`src/rtl/fpu_compute_pipe_if.sv`:
```
// ============================================================================
//  Module   : fpu_compute_pipe_if
//  Brief    : Handshake and data bundle between align, compute and normalise.
//  Revision : 1.0 - initial release
// ============================================================================
`default_nettype none

interface fpu_compute_pipe_if #(
    parameter int EXP_W = 8,
    parameter int MAN_W = 24,
    parameter int TAG_W = 4
);
    logic                 in_valid;
    logic                 in_ready;
    logic                 in_sign_1;
    logic                 in_sign_2;
    logic [EXP_W-1:0]     in_exponent;
    logic [MAN_W-1:0]     in_mantissa_1;
    logic [MAN_W-1:0]     in_mantissa_2;
    logic [1:0]           in_operator;
    logic [TAG_W-1:0]     in_tag;

    logic                 out_valid;
    logic                 out_ready;
    logic                 sign;
    logic [EXP_W-1:0]     exponent;
    logic [2*MAN_W-1:0]   mantissa;
    logic [1:0]           operator;
    logic [TAG_W-1:0]     tag;
    logic                 zero;

    // master: the side that feeds operands and consumes results
    modport master (
        output in_valid, in_sign_1, in_sign_2, in_exponent,
               in_mantissa_1, in_mantissa_2, in_operator, in_tag, out_ready,
        input  in_ready, out_valid, sign, exponent, mantissa, operator, tag, zero
    );

    modport slave (
        input  in_valid, in_sign_1, in_sign_2, in_exponent,
               in_mantissa_1, in_mantissa_2, in_operator, in_tag, out_ready,
        output in_ready, out_valid, sign, exponent, mantissa, operator, tag, zero
    );
endinterface

`default_nettype wire

```
`src/rtl/fpu_compute_pipe.sv`:
```
// ============================================================================
//  Module   : fpu_compute_pipe
//  Brief    : Add/sub/multiply on pre-aligned mantissas, LAT-deep stall pipe.
//  Revision : 1.0 - initial release
// ============================================================================
`default_nettype none

module fpu_compute_pipe #(
    parameter int EXP_W = 8,
    parameter int MAN_W = 24,
    parameter int TAG_W = 4,
    parameter int LAT   = 2
) (
    input  wire logic           clk,
    input  wire logic           rst,
    fpu_compute_pipe_if.slave   bus_io
);

    localparam int         c_RES_W  = 2 * MAN_W;
    localparam logic [1:0] c_OP_ADD = 2'b00;
    localparam logic [1:0] c_OP_SUB = 2'b01;
    localparam logic [1:0] c_OP_MUL = 2'b10;

    logic                 w_adv;
    logic                 w_s2e;
    logic [c_RES_W-1:0]   w_m1;
    logic [c_RES_W-1:0]   w_m2;

    logic                 sign_d;
    logic [c_RES_W-1:0]   man_d;
    logic                 zero_d;

    logic                 valid_q [LAT];
    logic                 sign_q  [LAT];
    logic [EXP_W-1:0]     exp_q   [LAT];
    logic [c_RES_W-1:0]   man_q   [LAT];
    logic [1:0]           op_q    [LAT];
    logic [TAG_W-1:0]     tag_q   [LAT];
    logic                 zero_q  [LAT];

    // The whole pipe moves in lockstep; a held output freezes every stage.
    assign w_adv           = !valid_q[LAT-1] || bus_io.out_ready;
    assign bus_io.in_ready = w_adv;

    assign w_m1  = {{MAN_W{1'b0}}, bus_io.in_mantissa_1};
    assign w_m2  = {{MAN_W{1'b0}}, bus_io.in_mantissa_2};
    assign w_s2e = bus_io.in_sign_2 ^ (bus_io.in_operator == c_OP_SUB);

    always_comb begin
        sign_d = 1'b0;
        man_d  = '0;
        case (bus_io.in_operator)
            c_OP_ADD, c_OP_SUB: begin
                if (bus_io.in_sign_1 == w_s2e) begin
                    man_d  = w_m1 + w_m2;
                    sign_d = bus_io.in_sign_1;
                end else if (bus_io.in_mantissa_1 >= bus_io.in_mantissa_2) begin
                    man_d  = w_m1 - w_m2;
                    // exact cancellation always yields +0
                    sign_d = (bus_io.in_mantissa_1 == bus_io.in_mantissa_2) ? 1'b0
                                                                            : bus_io.in_sign_1;
                end else begin
                    man_d  = w_m2 - w_m1;
                    sign_d = w_s2e;
                end
            end
            c_OP_MUL: begin
                man_d  = w_m1 * w_m2;
                sign_d = bus_io.in_sign_1 ^ bus_io.in_sign_2;
            end
            default: begin
                man_d  = '0;
                sign_d = 1'b0;
            end
        endcase
        zero_d = (man_d == '0);
    end

    always_ff @(posedge clk or posedge rst) begin
        if (rst) begin
            for (int k = 0; k < LAT; k++) begin
                valid_q[k] <= 1'b0;
                sign_q[k]  <= 1'b0;
                exp_q[k]   <= '0;
                man_q[k]   <= '0;
                op_q[k]    <= '0;
                tag_q[k]   <= '0;
                zero_q[k]  <= 1'b0;
            end
        end else if (w_adv) begin
            valid_q[0] <= bus_io.in_valid;
            sign_q[0]  <= sign_d;
            exp_q[0]   <= bus_io.in_exponent;
            man_q[0]   <= man_d;
            op_q[0]    <= bus_io.in_operator;
            tag_q[0]   <= bus_io.in_tag;
            zero_q[0]  <= zero_d;
            for (int k = 1; k < LAT; k++) begin
                valid_q[k] <= valid_q[k-1];
                sign_q[k]  <= sign_q[k-1];
                exp_q[k]   <= exp_q[k-1];
                man_q[k]   <= man_q[k-1];
                op_q[k]    <= op_q[k-1];
                tag_q[k]   <= tag_q[k-1];
                zero_q[k]  <= zero_q[k-1];
            end
        end
    end

    assign bus_io.out_valid = valid_q[LAT-1];
    assign bus_io.sign      = sign_q[LAT-1];
    assign bus_io.exponent  = exp_q[LAT-1];
    assign bus_io.mantissa  = man_q[LAT-1];
    assign bus_io.operator  = op_q[LAT-1];
    assign bus_io.tag       = tag_q[LAT-1];
    assign bus_io.zero      = zero_q[LAT-1];

endmodule

`default_nettype wire

```
`src/flat_wrapper.sv`:
```
// flat-port wrapper written by rule: the top's interface ports become plain ports
module fpu_compute_pipe_flat 
#(
    parameter int EXP_W = 8,
    parameter int MAN_W = 24,
    parameter int TAG_W = 4,
    parameter int LAT   = 2
)
  (clk, rst, bus_io_in_valid, bus_io_in_sign_1, bus_io_in_sign_2, bus_io_in_exponent, bus_io_in_mantissa_1, bus_io_in_mantissa_2, bus_io_in_operator, bus_io_in_tag, bus_io_out_ready, bus_io_in_ready, bus_io_out_valid, bus_io_sign, bus_io_exponent, bus_io_mantissa, bus_io_operator, bus_io_tag, bus_io_zero);
  fpu_compute_pipe_if #(.EXP_W(EXP_W), .MAN_W(MAN_W), .TAG_W(TAG_W)) bus_io_i ();
  input  wire logic clk;
  input  wire logic rst;
  input wire logic [$bits(bus_io_i.in_valid)-1:0] bus_io_in_valid;
  input wire logic [$bits(bus_io_i.in_sign_1)-1:0] bus_io_in_sign_1;
  input wire logic [$bits(bus_io_i.in_sign_2)-1:0] bus_io_in_sign_2;
  input wire logic [$bits(bus_io_i.in_exponent)-1:0] bus_io_in_exponent;
  input wire logic [$bits(bus_io_i.in_mantissa_1)-1:0] bus_io_in_mantissa_1;
  input wire logic [$bits(bus_io_i.in_mantissa_2)-1:0] bus_io_in_mantissa_2;
  input wire logic [$bits(bus_io_i.in_operator)-1:0] bus_io_in_operator;
  input wire logic [$bits(bus_io_i.in_tag)-1:0] bus_io_in_tag;
  input wire logic [$bits(bus_io_i.out_ready)-1:0] bus_io_out_ready;
  output wire logic [$bits(bus_io_i.in_ready)-1:0] bus_io_in_ready;
  output wire logic [$bits(bus_io_i.out_valid)-1:0] bus_io_out_valid;
  output wire logic [$bits(bus_io_i.sign)-1:0] bus_io_sign;
  output wire logic [$bits(bus_io_i.exponent)-1:0] bus_io_exponent;
  output wire logic [$bits(bus_io_i.mantissa)-1:0] bus_io_mantissa;
  output wire logic [$bits(bus_io_i.operator)-1:0] bus_io_operator;
  output wire logic [$bits(bus_io_i.tag)-1:0] bus_io_tag;
  output wire logic [$bits(bus_io_i.zero)-1:0] bus_io_zero;
  assign bus_io_i.in_valid = bus_io_in_valid;
  assign bus_io_i.in_sign_1 = bus_io_in_sign_1;
  assign bus_io_i.in_sign_2 = bus_io_in_sign_2;
  assign bus_io_i.in_exponent = bus_io_in_exponent;
  assign bus_io_i.in_mantissa_1 = bus_io_in_mantissa_1;
  assign bus_io_i.in_mantissa_2 = bus_io_in_mantissa_2;
  assign bus_io_i.in_operator = bus_io_in_operator;
  assign bus_io_i.in_tag = bus_io_in_tag;
  assign bus_io_i.out_ready = bus_io_out_ready;
  assign bus_io_in_ready = bus_io_i.in_ready;
  assign bus_io_out_valid = bus_io_i.out_valid;
  assign bus_io_sign = bus_io_i.sign;
  assign bus_io_exponent = bus_io_i.exponent;
  assign bus_io_mantissa = bus_io_i.mantissa;
  assign bus_io_operator = bus_io_i.operator;
  assign bus_io_tag = bus_io_i.tag;
  assign bus_io_zero = bus_io_i.zero;
  fpu_compute_pipe #(.EXP_W(EXP_W), .MAN_W(MAN_W), .TAG_W(TAG_W), .LAT(LAT)) u_core (.clk(clk), .rst(rst), .bus_io(bus_io_i));
endmodule
```
`config.mk`:
```
export PLATFORM = sky130hd
export DESIGN_NAME = fpu_compute_pipe_flat
export DESIGN_NICKNAME = d
export VERILOG_FILES = /design/src/rtl/fpu_compute_pipe_if.sv /design/src/rtl/fpu_compute_pipe.sv /design/src/flat_wrapper.sv
export SDC_FILE = /design/constraint.sdc
export NUM_CORES = 2
export LEC_CHECK = 0
export ABC_CLOCK_PERIOD_IN_PS = 7750
export BUFFER_PORTS_ARGS = -buffer_cell sky130_fd_sc_hd__buf_2
export CORE_ASPECT_RATIO = 1.2
export CORE_MARGIN = 2
export CORE_UTILIZATION = 55
export DETAILED_ROUTE_END_ITERATION = 10
export PLACE_DENSITY = 0.71
export SKIP_LAST_GASP = 1
export SYNTH_ARGS = -nofsm -noshare
export SYNTH_HDL_FRONTEND = slang
export SYNTH_SLANG_ARGS = --single-unit
```
`constraint.sdc`:
```
create_clock -name clk -period 7.75 [get_ports clk]
set_input_delay 0.3875 -clock clk [delete_from_list [all_inputs] [get_ports clk]]
set_output_delay 0.3875 -clock clk [all_outputs]
set_load 0.02 [all_outputs]
```
==> results.md <==
STA:
- The count of final hold-check violations is 0.
- Setup repair after global routing could not meet its margin everywhere.
- The final number of setup-violating endpoints is 0.
- The highest attainable clock frequency is 130 MHz.
- The max-slew violation total from the final report is 0.
- The max-slew headroom at the worst pin is 25.9%.
- The final worst-path setup slack is 0.0794 ns.
- In the finished design, the share of the clock period the worst path needs comes to 99.0%.
- The worst path needs 7.67 ns of the cycle, external delays included.
- The clock arrives with 0.00584 ns of skew.
- Summed over all failing endpoints, the final setup total negative slack is 0 ns.
- Final hold analysis gives a worst-case slack of 0.0325 ns.
- The measured slew at the worst slew-check pin is 1.10 ns.

Layout:
- The finished layout holds 4386 standard cells, fillers aside.
- Summing all multi-input logic gate instances after layout gives 22000 um2.
- The count of antenna diodes in the layout is 0.
- Summing all flip-flop and latch instances after layout gives 3250 um2.
- Fill cells in the final layout number 4372.
- In the final design database the tool counted 4529 nets.
- In the final layout, the share of cells above drive strength 1 is 21.5%.
- The layout overhead on the synthesized area is 18.6%.

Place:
- After detailed placement, the design holds a cell count of 4326.
- The number of port buffers is 133.
- Before CTS, the worst setup slack after placement is -0.751 ns.
- The half-perimeter wire length after detailed placement is 83600 um.
- The final weighted congestion in routability-driven placement is 1.04.

Synth:
- The share of the synthesized netlist area taken by xor and xnor gates is 1.93%.
- Summing the areas of all compound-gate instances in the mapped netlist gives 10.5% of the synthesized area.
- The fraction of synthesized area in multiplexers is 0.804%.
- Sequential elements use 11.6% of the synthesized area.
- The dominant cell by count in the synthesized netlist is sky130_fd_sc_hd__inv_1.
- By area the synthesized netlist is led by sky130_fd_sc_hd__fa_1, sky130_fd_sc_hd__dfrtp_1, sky130_fd_sc_hd__ha_1.
- The top cell type by area accounts for 34.7% of the synthesized area.
- The count of state elements after synthesis is 130.
- The number of distinct library cells after synthesis is 100.
- After synthesis, the most frequently instantiated cells are sky130_fd_sc_hd__inv_1, sky130_fd_sc_hd__nand2_1, sky130_fd_sc_hd__fa_1.
- The simple-gate area share of the yosys netlist is 16.8%.
- The largest total area in the synthesized netlist belongs to sky130_fd_sc_hd__fa_1.
- The average size of a mapped cell is 8.27 um2.
- The main combinational cell family by area after synthesis is adder cells.
- The synthesis warning total is 0.
- The mapped netlist covers 28000 um2.
- For this run, asynchronously set or reset flops after synthesis account for 100%.
- The leading register cell type out of synthesis is sky130_fd_sc_hd__dfrtp_1.
- The total nets after synthesis is 4187.
- The adder-cell area share of the yosys netlist is 45.7%.
- Synthesis handed over a netlist of 3388 instances.
- The number of synthesized flops with an enable pin is 0.

Detailed routing:
- The average wire per cell in the routed design is 22.4 um.
- Dividing the detail-routed via count by the number of cells gives 5.68.
- The first-pass iteration count of the detailed router is 6.
- After detailed routing, the number of remaining DRC violations is 0.
- The detailed-route wire length is 98300 um.
- After the first detailed-routing iteration, the DRC count stood at 2319.
- The post-detailed-route count of antenna-violating nets is 0.
- The via count is 24900.

Global routing:
- The first global-routing pass estimated 151000 um of wire.
- Entering global routing, the biggest net connects 100 pins.
- The number of global-route vias before repair is 26500.
- The initial antenna violation count was 0.
- The global-route usage over all layers is 38.2%.
- For this run the aggregate overflow at the end of global routing stands at 0.

Critical path:
- The largest delay contributor family on the critical path is adder cells.
- The critical path data required time is 8.08 ns.
- On the critical path, the stage with the largest delay is an instance of sky130_fd_sc_hd__fa_2.
- The worst setup path is captured at a flop.
- The startpoint kind of the worst setup timing path is an input port.
- The longest individual stage delay on the worst path is 0.55 ns.
- The number of buffers and inverters on the critical path is 14.
- The maximum fanout encountered on the critical timing path is 5.
- The critical path is of the in2reg type.
- The arrival time reported for the critical path endpoint is 8.00 ns.

Clock network:
- After clock tree synthesis, the clock-pin slew on the worst setup and hold paths is 0.06 ns.
- The longest clock path from root to sink contains 2 buffers.
- The number of buffers created by CTS is 17.
- The cell sitting at the root of the clock tree is a sky130_fd_sc_hd__clkbuf_16.
- The number of H-tree levels is 4.
- The cts-stage hold buffer count is 0.
- For this design, the sink count on the clock tree is 130.
- The clock insertion delay at the later pin of the skew report is 0.42 ns.
- The TritonCTS clock tree is done.

Floorplanning:
- The area of the core is 50300 um2.
- The boundary pin count is 134.
- The die covers 52700 um2.
- From bottom edge to top edge, the die measures 251 um.
- The starting density of the core is 55.6%.
- The floorplan step set the die width to 210 um.
- The floorplan has 90 rows.

Worst hold path:
- The path type of the worst min-delay path is in2async.

Flow run:
- The number of max-cap violations is 0.

Outcome:
- The flow ran to the end, and the final reports show no timing, DRC or antenna violations.
==> metal layers <==
layer	part of all wire [%]	vias up	GRT usage (%)
li1	-	11100	-
met1	39	12400	48.1
met2	47	1157	65.0
met3	7.3	299	3.89
met4	6.8	0	20.5
met5	0	-	0
==> worst register-to-register path, stage by stage, from the launching register on <==
cell                       delay [ns]
sky130_fd_sc_hd__dfrtp_1         0.37
sky130_fd_sc_hd__nor2b_4         0.12
sky130_fd_sc_hd__buf_4           0.28
sky130_fd_sc_hd__buf_4           0.36
sky130_fd_sc_hd__a221oi_1        0.33
sky130_fd_sc_hd__o221ai_1        0.18
sky130_fd_sc_hd__a211oi_1        0.60
sky130_fd_sc_hd__nand4_1         0.26
sky130_fd_sc_hd__nor3_4          0.23
sky130_fd_sc_hd__nand4_1         0.12
sky130_fd_sc_hd__or4b_4          0.53
sky130_fd_sc_hd__o31ai_4         0.22
==> stage by stage <==
step	instance area, um2	util (%)
finish	33200	66.0
global route	33200	66.0
CTS	32200	64.0
detailed placement	31400	62.4
global placement	31400	62.4
floorplan	28000	-
==> flip-flops by register name, summed over array words and instances, names as in the netlist, 2 cells and up <==
name and flops:
u_core.bus_io.operator 2, u_core.bus_io.tag 4, u_core.bus_io.exponent 8, u_core.op_q 2, u_core.exp_q 8, u_core.bus_io.mantissa 48
u_core.tag_q 4, u_core.man_q 48
==> layout by cell type (no fill, tap or decap), drive strengths merged, types with 41 or more instances in the layout <==
master	synthesis	final
a21oi	142	142
o21ai	74	74
buf	99	543
xnor2	41	41
fa	485	485
ha	246	246
a21o	42	42
nor2	385	385
dfrtp	130	130
inv	636	630
nand2	597	597
==> logic make-up (layout without fill, tap and decap cells) <==
logic type,after synthesis,in the layout
compound gates,440,440
xor+xnor,60,60
fa+ha+maj,731,731
buf+inv,867,1221
flops,130,130
mux,21,21
simple gates,1139,1139
==> worst paths after layout <==
check                                               from                         to  slack, ns  depth (start not counted)
max in group asynchronous                            rst           u_core.man_q[90]       6.50                          3
worst max-delay path            bus_io_in_mantissa_1[16]           u_core.zero_q[1]       0.08                         34
worst min register to register      u_core.bus_io.tag[2]       u_core.bus_io.tag[2]       0.46                          2
min in group clk                   bus_io_in_exponent[0]            u_core.exp_q[8]       0.16                          3
worst min-delay path                                 rst  u_core.bus_io.mantissa[0]       0.03                          2
worst max register to register   u_core.bus_io.out_valid           u_core.zero_q[1]       4.07                         11
==> final cells by class <==
type,count,share of cell area [%]
inverter,642,7.42
tap,644,2.43
clock inverter,11,0.313
timing repair buffer,548,12.5
multi-input combinational,2391,66.1
clock buffer,20,1.35
sequential,130,9.80
==> repair_timing <==
item,in CTS,in global routing
setup buffers,4,25
gates resized for setup,56,212
setup endpoints to repair,1,2
pin swaps,15,99
Power is left out: the tool's default activity adds up to more than one toggle a clock period on the data nets, which glitch-free logic cannot reach.
